## src/rtl/dpram_fifo_ctrl_pkg.sv

```systemverilog
// Shared constants and output-register state encoding for the dual-port RAM FIFO controller.
package dpram_fifo_ctrl_pkg;

  localparam int DATA_W_DEF = 8;
  localparam int ADDR_W_DEF = 4;
  localparam int DEPTH      = 2 ** ADDR_W_DEF;

  typedef enum logic {
    EMPTY = 1'b0,
    FULL  = 1'b1
  } out_state_t;

endpackage

```

## src/rtl/dpram_fifo_ctrl_fifo_ptr_cnt.sv

```systemverilog
// Write/read pointers and RAM occupancy counter; full and empty are judged from level alone.
module fifo_ptr_cnt #(
  parameter int ADDR_W = 4
) (
  input  logic              clk,
  input  logic              rst_n,
  input  logic              flush,
  input  logic              inc,
  input  logic              dec,
  output logic [ADDR_W-1:0] wr_ptr,
  output logic [ADDR_W-1:0] rd_ptr,
  output logic [ADDR_W:0]   level
);

  // Pointers wrap naturally at 2**ADDR_W; simultaneous inc and dec leave level unchanged.
  always_ff @(posedge clk or negedge rst_n) begin
    if (!rst_n) begin
      wr_ptr <= '0;
      rd_ptr <= '0;
      level  <= '0;
    end else if (flush) begin
      wr_ptr <= '0;
      rd_ptr <= '0;
      level  <= '0;
    end else begin
      if (inc) wr_ptr <= wr_ptr + 1'b1;
      if (dec) rd_ptr <= rd_ptr + 1'b1;
      if (inc && !dec)
        level <= level + 1'b1;
      else if (dec && !inc)
        level <= level - 1'b1;
    end
  end

endmodule

```

## src/rtl/dpram_fifo_ctrl.sv

```systemverilog
// FIFO controller driving a 16x8 true dual-port RAM: port 0 writes on the rising edge,
// port 1 reads on the falling edge, and a one-entry output register hides the read latency.
module dpram_fifo_ctrl
  import dpram_fifo_ctrl_pkg::*;
#(
  parameter int DATA_W   = DATA_W_DEF,
  parameter int ADDR_W   = ADDR_W_DEF,
  parameter int AF_LEVEL = 14
) (
  input  logic              clk,
  input  logic              rst_n,
  input  logic              flush,
  input  logic [DATA_W-1:0] in_data,
  input  logic              in_valid,
  output logic              in_ready,
  output logic [DATA_W-1:0] out_data,
  output logic              out_valid,
  input  logic              out_ready,
  output logic [ADDR_W-1:0] ram_addr_0,
  output logic [DATA_W-1:0] ram_wdata_0,
  output logic              ram_we_0,
  output logic              ram_re_0,
  output logic [ADDR_W-1:0] ram_addr_1,
  input  logic [DATA_W-1:0] ram_rdata_1,
  output logic              ram_we_1,
  output logic              ram_re_1,
  output logic [ADDR_W:0]   level,
  output logic              almost_full
);

  localparam logic [ADDR_W:0] FULL_LEVEL = (ADDR_W+1)'(2 ** ADDR_W);
  localparam logic [ADDR_W:0] AF_THRESH  = (ADDR_W+1)'(AF_LEVEL);

  logic [ADDR_W-1:0] wr_ptr;
  logic [ADDR_W-1:0] rd_ptr;
  logic              wr;
  logic              rd;
  out_state_t        state;

  // in_ready depends only on registered level, so no combinational path from out_ready.
  assign in_ready    = (level != FULL_LEVEL);
  assign almost_full = (level >= AF_THRESH);
  assign wr          = in_valid && in_ready && !flush;
  assign rd          = (level != '0) && (!out_valid || out_ready) && !flush;

  assign ram_we_0    = wr;
  assign ram_addr_0  = wr_ptr;
  assign ram_wdata_0 = in_data;
  assign ram_re_0    = 1'b0;
  assign ram_re_1    = rd;
  assign ram_addr_1  = rd_ptr;
  assign ram_we_1    = 1'b0;

  fifo_ptr_cnt #(.ADDR_W(ADDR_W)) u_ptr_cnt (
    .clk    (clk),
    .rst_n  (rst_n),
    .flush  (flush),
    .inc    (wr),
    .dec    (rd),
    .wr_ptr (wr_ptr),
    .rd_ptr (rd_ptr),
    .level  (level)
  );

  // RAM data captured on the falling edge is loaded here at the rising edge closing the read cycle.
  always_ff @(posedge clk or negedge rst_n) begin
    if (!rst_n) begin
      state     <= EMPTY;
      out_valid <= 1'b0;
      out_data  <= '0;
    end else if (flush) begin
      state     <= EMPTY;
      out_valid <= 1'b0;
      out_data  <= '0;
    end else begin
      case (state)
        EMPTY: begin
          if (rd) begin
            state     <= FULL;
            out_valid <= 1'b1;
            out_data  <= ram_rdata_1;
          end
        end
        FULL: begin
          if (rd) begin
            out_data <= ram_rdata_1;
          end else if (out_ready) begin
            state     <= EMPTY;
            out_valid <= 1'b0;
          end
        end
        default: begin
          state     <= EMPTY;
          out_valid <= 1'b0;
        end
      endcase
    end
  end

endmodule

```

## config.mk

```make
export PLATFORM = sky130hd
export DESIGN_NAME = dpram_fifo_ctrl
export DESIGN_NICKNAME = d
export VERILOG_FILES = /design/src/rtl/dpram_fifo_ctrl_pkg.sv /design/src/rtl/dpram_fifo_ctrl_fifo_ptr_cnt.sv /design/src/rtl/dpram_fifo_ctrl.sv
export SDC_FILE = /design/constraint.sdc
export NUM_CORES = 1
export LEC_CHECK = 0
export CELL_PAD_IN_SITES_DETAIL_PLACEMENT = 0
export CELL_PAD_IN_SITES_GLOBAL_PLACEMENT = 2
export CORE_AREA = 8 8 80 75
export DETAILED_ROUTE_END_ITERATION = 6
export DIE_AREA = 0 0 88 83
export DONT_BUFFER_PORTS = 1
export PLACE_DENSITY = 0.77
export SETUP_SLACK_MARGIN = 0.05
export SYNTH_ARGS = -nofsm -noshare
export SYNTH_HDL_FRONTEND = slang
export SYNTH_SLANG_ARGS = --single-unit
```

## constraint.sdc

```tcl
create_clock -name clk -period 2.65 [get_ports clk]
set_input_delay 0.795 -clock clk [delete_from_list [all_inputs] [get_ports clk]]
set_output_delay 0.795 -clock clk [all_outputs]
set_load 0.005 [all_outputs]
```

==> results.ini, run 1 <==
[place]
place_ws_ns=0.173
dpl_cell_area_um2=1400
numPortBuffers=0
dp_hpwl_um=2370
gp_congestion=0.743

[routing]
routed_via_density=4.73
drt-total-wl_um=3150
dr.first_iter.drc_count=32
routedWlPerCell_um=15.5
first_pass_iters=4
via_count=964
drtAntennaViolNets=0
drc=0

[global_routing]
grt_pass1_vias=982
grt_usage_pct=8.55
overflow=0
antenna_found_initial=0
grt_max_degree=27
grt_pass1_wl_um=4950

[critical_path]
crit_fanout=4
cp-start-kind=flip-flop
critPathRequiredTime_ns=1.86
path_class=reg2out
cp.arrival_ns=1.67
critPathCaptureType=primary output

[power_and_ir_drop]
power_density_nw_per_um2=1090
ir_drop_mv=0.441
leakage_nw=0.654

[floorplanning]
fp-row-count=24
pin_count=57
start_util_pct=28.7
die_w_um=88
die_h_um=83
coreArea_um2=4650
die_area_um2=7300

[synth]
synthAdderAreaFrac_pct=7.11
synthMuxAreaShare_pct=4.49
synth_area_leader_cell=dfrtp_1
synth-compound-area-share_pct=11.6
synth_warnings=0
yosysTopAreaCellShare_pct=43.0
ys_top_cells_by_area=dfrtp_1, nand2_1, a21oi_1
synth-xor-area-share_pct=5.24
syn_avg_cell_area_um2=9.49
syn_inst=141
synth_top_family_by_area=simple AND/OR/NAND/NOR gates
ys_ff_latch=23
synthSimpleGateAreaFrac_pct=19.6
syn-cell-area_um2=1340
synth_cell_types=32
ys_seq_area_share_pct=43.0

[min_path]
hold_class=in2async

[layout]
drive_gt1_share_pct=16.5
fin_area_um2=1450
fin_nets=168
n_fill_cell=480
final_common_cell=nand2_1
mostFrequentLayoutCells=nand2_1, dfrtp_1, a21oi_1, nor2_1, buf_4
antennaDiodeCount=0
syn_to_final_growth_pct=8.61
final_core_util_pct=31.2

[sta]
fin_tns_setup_ns=0
rsz0062_at_grt=false
final-setup-viol-count=0
drv_slew=0
clock.fmax_mhz=405
timing.hold.ws_ns=0.216
final_hold_viol_count=0
min_period_ns=2.47
setup_slack_ns=0.181
fin_crit_sh_pct=93.2
skew_ns=0.00328

[clock_tree]
ctsRootBufferMaster=clkbuf_8
clock-sinks=23
post_cts_resized=0
ctsLongestPathBuffers=2
ctsHoldBuffers=0
htree_levels=1
numCtsBuffers=3
tritoncts=built
clk-insertion-delay-late_ns=0.26
clk_pin_slew_worst_paths_ns=0.08
postCtsSetupBuffers=0

[job]
drv_cap=0

[run_status]
status=complete, no violations

-- area by class of cell --
cell class / count / area, µm² / share of cell area [%]
multi-input combinational: 102 / 679 / 46.8
sequential: 23 / 576 / 39.6
tap: 65 / 81.3 / 5.60
timing repair buffer: 9 / 67.6 / 4.65
clock buffer: 4 / 45.0 / 3.10
inverter: 1 / 3.75 / 0.258
-- worst max-delay path, stage by stage (launching register included) --
cell and delay (ns):
dfrtp_1 0.43, or4_4 0.59, o21ai_4 0.17, nor2_1 0.08
buf_4 0.14
-- kinds of logic (layout without fill, tap and decap cells) --
logic type / count (synthesis) / in the layout
other: 1 / 2
flip-flops: 23 / 23
multiplexers: 4 / 4
XOR/XNOR: 8 / 8
adder cells (fa/ha/maj): 7 / 7
AO/OA/AOI/OAI: 24 / 24
buffers and inverters: 17 / 14
AND/OR/NAND/NOR: 57 / 57
-- Yosys cell counts --
| cell | instances |
|---|---|
| o21ai_4 | 1 |
| o211ai_1 | 1 |
| a21o_1 | 2 |
| conb_1 | 1 |
| a21oi_1 | 15 |
| or2_1 | 1 |
| or4_4 | 1 |
| clkbuf_1 | 4 |
| buf_4 | 10 |
| nor2_1 | 13 |
| nand4_1 | 2 |
| dfrtp_1 | 23 |
| fa_1 | 1 |
| a31oi_1 | 1 |
| inv_1 | 1 |
| and3b_1 | 1 |
| nand3_1 | 2 |
| buf_6 | 2 |
| a21boi_1 | 1 |
| a211oi_1 | 1 |
| xor2_1 | 4 |
| ha_1 | 6 |
| a221oi_2 | 1 |
| mux2_4 | 4 |
| nor2b_1 | 3 |
| nand3b_1 | 1 |
| nor4_2 | 1 |
| xnor2_1 | 4 |
| nor3_1 | 2 |
| o21ai_0 | 1 |
| nand2_1 | 29 |
| nand2b_1 | 1 |
-- through the flow --
step / cells / power (mW)
2_1_floorplan: 142 / 1.15
3_3_place_gp: 200 / 1.33
3_5_place_dp: 200 / 1.36
4_1_cts: 204 / 1.59
5_1_grt: 204 / 1.72
6_report: 204 / 1.58
-- layer usage --
metal	up-vias	track usage, %	share of wire (%)	wire length (µm)
li1	455	-	-	-
met1	459	9.00	41	1290
met2	42	13.7	45	1410
met3	8	3.15	12	363
met4	0	5.94	2.7	84
met5	-	0	0	0
-- path summary, 6_finish.rpt --
check | start | end | slack [ns] | cells after the start
max | u_ptr_cnt.level[1] | ram_we_0 | 0.18 | 4
min | rst_n | out_data[0] | 0.22 | 0
max reg2reg | u_ptr_cnt.level[1] | u_ptr_cnt.level[3] | 0.19 | 10
min reg2reg | out_data[6] | out_data[6] | 0.55 | 2
max in group asynchronous | rst_n | out_valid | 2.36 | 0
min in group clk | out_data[6] | out_data[6] | 0.55 | 2
-- power breakdown --
group	leakage (nW)	switching, mW	internal (mW)
combinational	0.328	0.424	0.385
clock	0.0228	0.111	0.107
sequential	0.303	0.106	0.448
-- sequential cells by signal, summed over array words and instances (netlist names) --
register	flops
out_data	8
u_ptr_cnt.level	5
u_ptr_cnt.rd_ptr	4
state	1
out_valid	1
u_ptr_cnt.wr_ptr	4
Power figures use the tool's default switching activity.
==> run 2, diff against run 1 <==
--- a/config.mk
+++ b/config.mk
@@ -7,11 +7,11 @@
 export LEC_CHECK = 0
 export CELL_PAD_IN_SITES_DETAIL_PLACEMENT = 0
 export CELL_PAD_IN_SITES_GLOBAL_PLACEMENT = 2
-export CORE_AREA = 8 8 80 75
+export CORE_AREA = 8 8 72 68
 export DETAILED_ROUTE_END_ITERATION = 6
-export DIE_AREA = 0 0 88 83
+export DIE_AREA = 0 0 80 76
 export DONT_BUFFER_PORTS = 1
-export PLACE_DENSITY = 0.77
+export PLACE_DENSITY = 0.89
 export SETUP_SLACK_MARGIN = 0.05
 export SYNTH_ARGS = -nofsm -noshare
 export SYNTH_HDL_FRONTEND = slang
==> constraint.sdc (replaced) <==
create_clock -name clk -period 3.2 [get_ports clk]
set_input_delay 0.96 -clock clk [delete_from_list [all_inputs] [get_ports clk]]
set_output_delay 0.96 -clock clk [all_outputs]
set_load 0.005 [all_outputs]
==> results.ini, run 2 (synthesis gave the netlist of run 1 again) <==
[layout]
n_fill_cell=392  ; was 480
fin_nets=162  ; was 168
drive_gt1_share_pct=10.5  ; was 16.5%
reg_top3=out_data x8, u_ptr_cnt.level x5  ; unchanged
final_common_cell=nand2_1  ; unchanged
mostFrequentLayoutCells=nand2_1, dfrtp_1, a21oi_1, nor2_1, ha_1  ; was nand2_1, dfrtp_1, a21oi_1, nor2_1, buf_4
largest_register=out_data  ; unchanged
largest_reg_flops=8  ; unchanged
stdcell_count=181  ; was 204
syn_to_final_growth_pct=1.40  ; was 8.61%
antennaDiodeCount=0  ; unchanged

[global_routing]
grt_pass1_wl_um=4930  ; was 4950 µm
grt_max_degree=27  ; unchanged
grt_usage_pct=9.86  ; was 8.55%
overflow=0  ; unchanged
grt_pass1_vias=965  ; was 982
antenna_found_initial=0  ; unchanged

[power_and_ir_drop]
ir_drop_mv=0.313  ; was 0.441 mV
leakage_nw=0.616  ; was 0.654 nW
power_density_nw_per_um2=894  ; was 1090 nW/µm²

[floorplanning]
die_h_um=76  ; was 83 µm
die_area_um2=6080  ; was 7300 µm²
coreArea_um2=3800  ; was 4650 µm²
fp-row-count=22  ; was 24
pin_count=57  ; unchanged
start_util_pct=35.2  ; was 28.7%
die_w_um=80  ; was 88 µm

[run_status]
status=complete, no violations  ; unchanged

[clock_tree]
numCtsBuffers=3  ; unchanged
post_cts_resized=0  ; unchanged
postCtsSetupBuffers=0  ; unchanged
clk-insertion-delay-late_ns=0.26  ; about the same
tritoncts=built  ; unchanged
clock-sinks=23  ; unchanged
ctsLongestPathBuffers=2  ; unchanged
ctsRootBufferMaster=clkbuf_8  ; unchanged
ctsHoldBuffers=0  ; unchanged
htree_levels=1  ; unchanged
clk_pin_slew_worst_paths_ns=0.08  ; about the same

[sta]
final_hold_viol_count=0  ; unchanged
worst_pin_slew_ns=0.961
fin_crit_sh_pct=88.3
clock.fmax_mhz=354
final-setup-viol-count=0  ; unchanged
drv_slew=0  ; unchanged
skew_ns=0.00825  ; was 0.00328 ns
fin_tns_setup_ns=0  ; unchanged
rsz0062_at_grt=false  ; unchanged
min_period_ns=2.83
relSlewSlack_pct=36.0

[place]
dp_hpwl_um=2270  ; was 2370 µm
gp_congestion=0.763  ; was 0.743
numPortBuffers=0  ; unchanged
dp_cells=177  ; was 200

[routing]
routed_via_density=5.17  ; was 4.73
drtAntennaViolNets=0  ; unchanged
first_pass_iters=4  ; unchanged
drc=0  ; unchanged
via_count=936  ; was 964
dr.first_iter.drc_count=54  ; was 32
drt-total-wl_um=3000  ; was 3150 µm
routedWlPerCell_um=16.6  ; was 15.5 µm

[critical_path]
critPathCaptureType=flip-flop  ; was primary output
path_class=reg2reg  ; was reg2out
r2r_cells=10  ; unchanged
critPathRequiredTime_ns=3.39  ; was 1.86 ns
cp.arrival_ns=3.01  ; was 1.67 ns
cp-start-kind=flip-flop  ; unchanged
crit_fanout=7  ; was 4

[job]
drv_cap=0  ; unchanged

[min_path]
hold_class=in2async  ; unchanged

run 2: cell types whose count changed in the layout (fill, tap and decap cells not counted), sizes merged:
cell / delta
buf: -6
run 2: worst paths after layout:
check	startpoint	to	slack, ns
max reg2reg	u_ptr_cnt.level[1]	u_ptr_cnt.level[4]	0.37
min reg2reg	out_data[0]	out_data[0]	0.55
max in group asynchronous	rst_n	out_data[2]	2.73
min in group clk	out_data[0]	out_data[0]	0.55
min	rst_n	u_ptr_cnt.level[3]	0.39
max	u_ptr_cnt.level[1]	u_ptr_cnt.level[4]	0.37
run 2: final cells by class:
type,instances,area (µm²),share of cell area (%)
multi-input cells,102,649,47.9
flip-flops and latches,23,576,42.4
well taps,48,60.1,4.43
clock buffers,4,45.0,3.32
repair buffers,3,22.5,1.66
inverters,1,3.75,0.277
run 2: stage by stage:
step                      cell area (µm²)  utilization, %  power, mW  hold slack, ns  setup slack [ns]
final                                1360            35.7       1.21           0.385             0.374
after global routing                 1360            35.7       1.31           0.372             0.205
after CTS                            1360            35.7       1.23           0.382             0.378
after detailed placement             1310            34.5       1.05           0.548             0.338
after global placement               1310            34.5       1.03           0.534             0.429
after floorplan                      1340               -      0.925           0.522            0.0819
run 2: layer usage:
layer | GRT usage [%] | up-vias | part of all wire (%)
li1 | - | 443 | -
met1 | 11.7 | 469 | 41
met2 | 15.8 | 24 | 50
met3 | 3.42 | 0 | 9.0
met4 | 3.64 | 0 | 0
met5 | 0 | - | 0
run 2: critical path, cell delays in order, from the launching register on:
cell     delay, ns
dfrtp_1       0.50
or4_4         0.63
o21ai_4       0.18
nor2_1        0.10
nand2_1       0.17
ha_1          0.28
a21o_1        0.16
a21oi_1       0.31
and3b_1       0.21
o21ai_0       0.07
a31oi_1       0.14
run 2: report_power, final:
group / internal, mW / switching (mW) / total, mW
sequential: 0.371 / 0.126 / 0.497
clock: 0.0886 / 0.0865 / 0.175
combinational: 0.258 / 0.283 / 0.541
total: 0.718 / 0.495 / 1.21
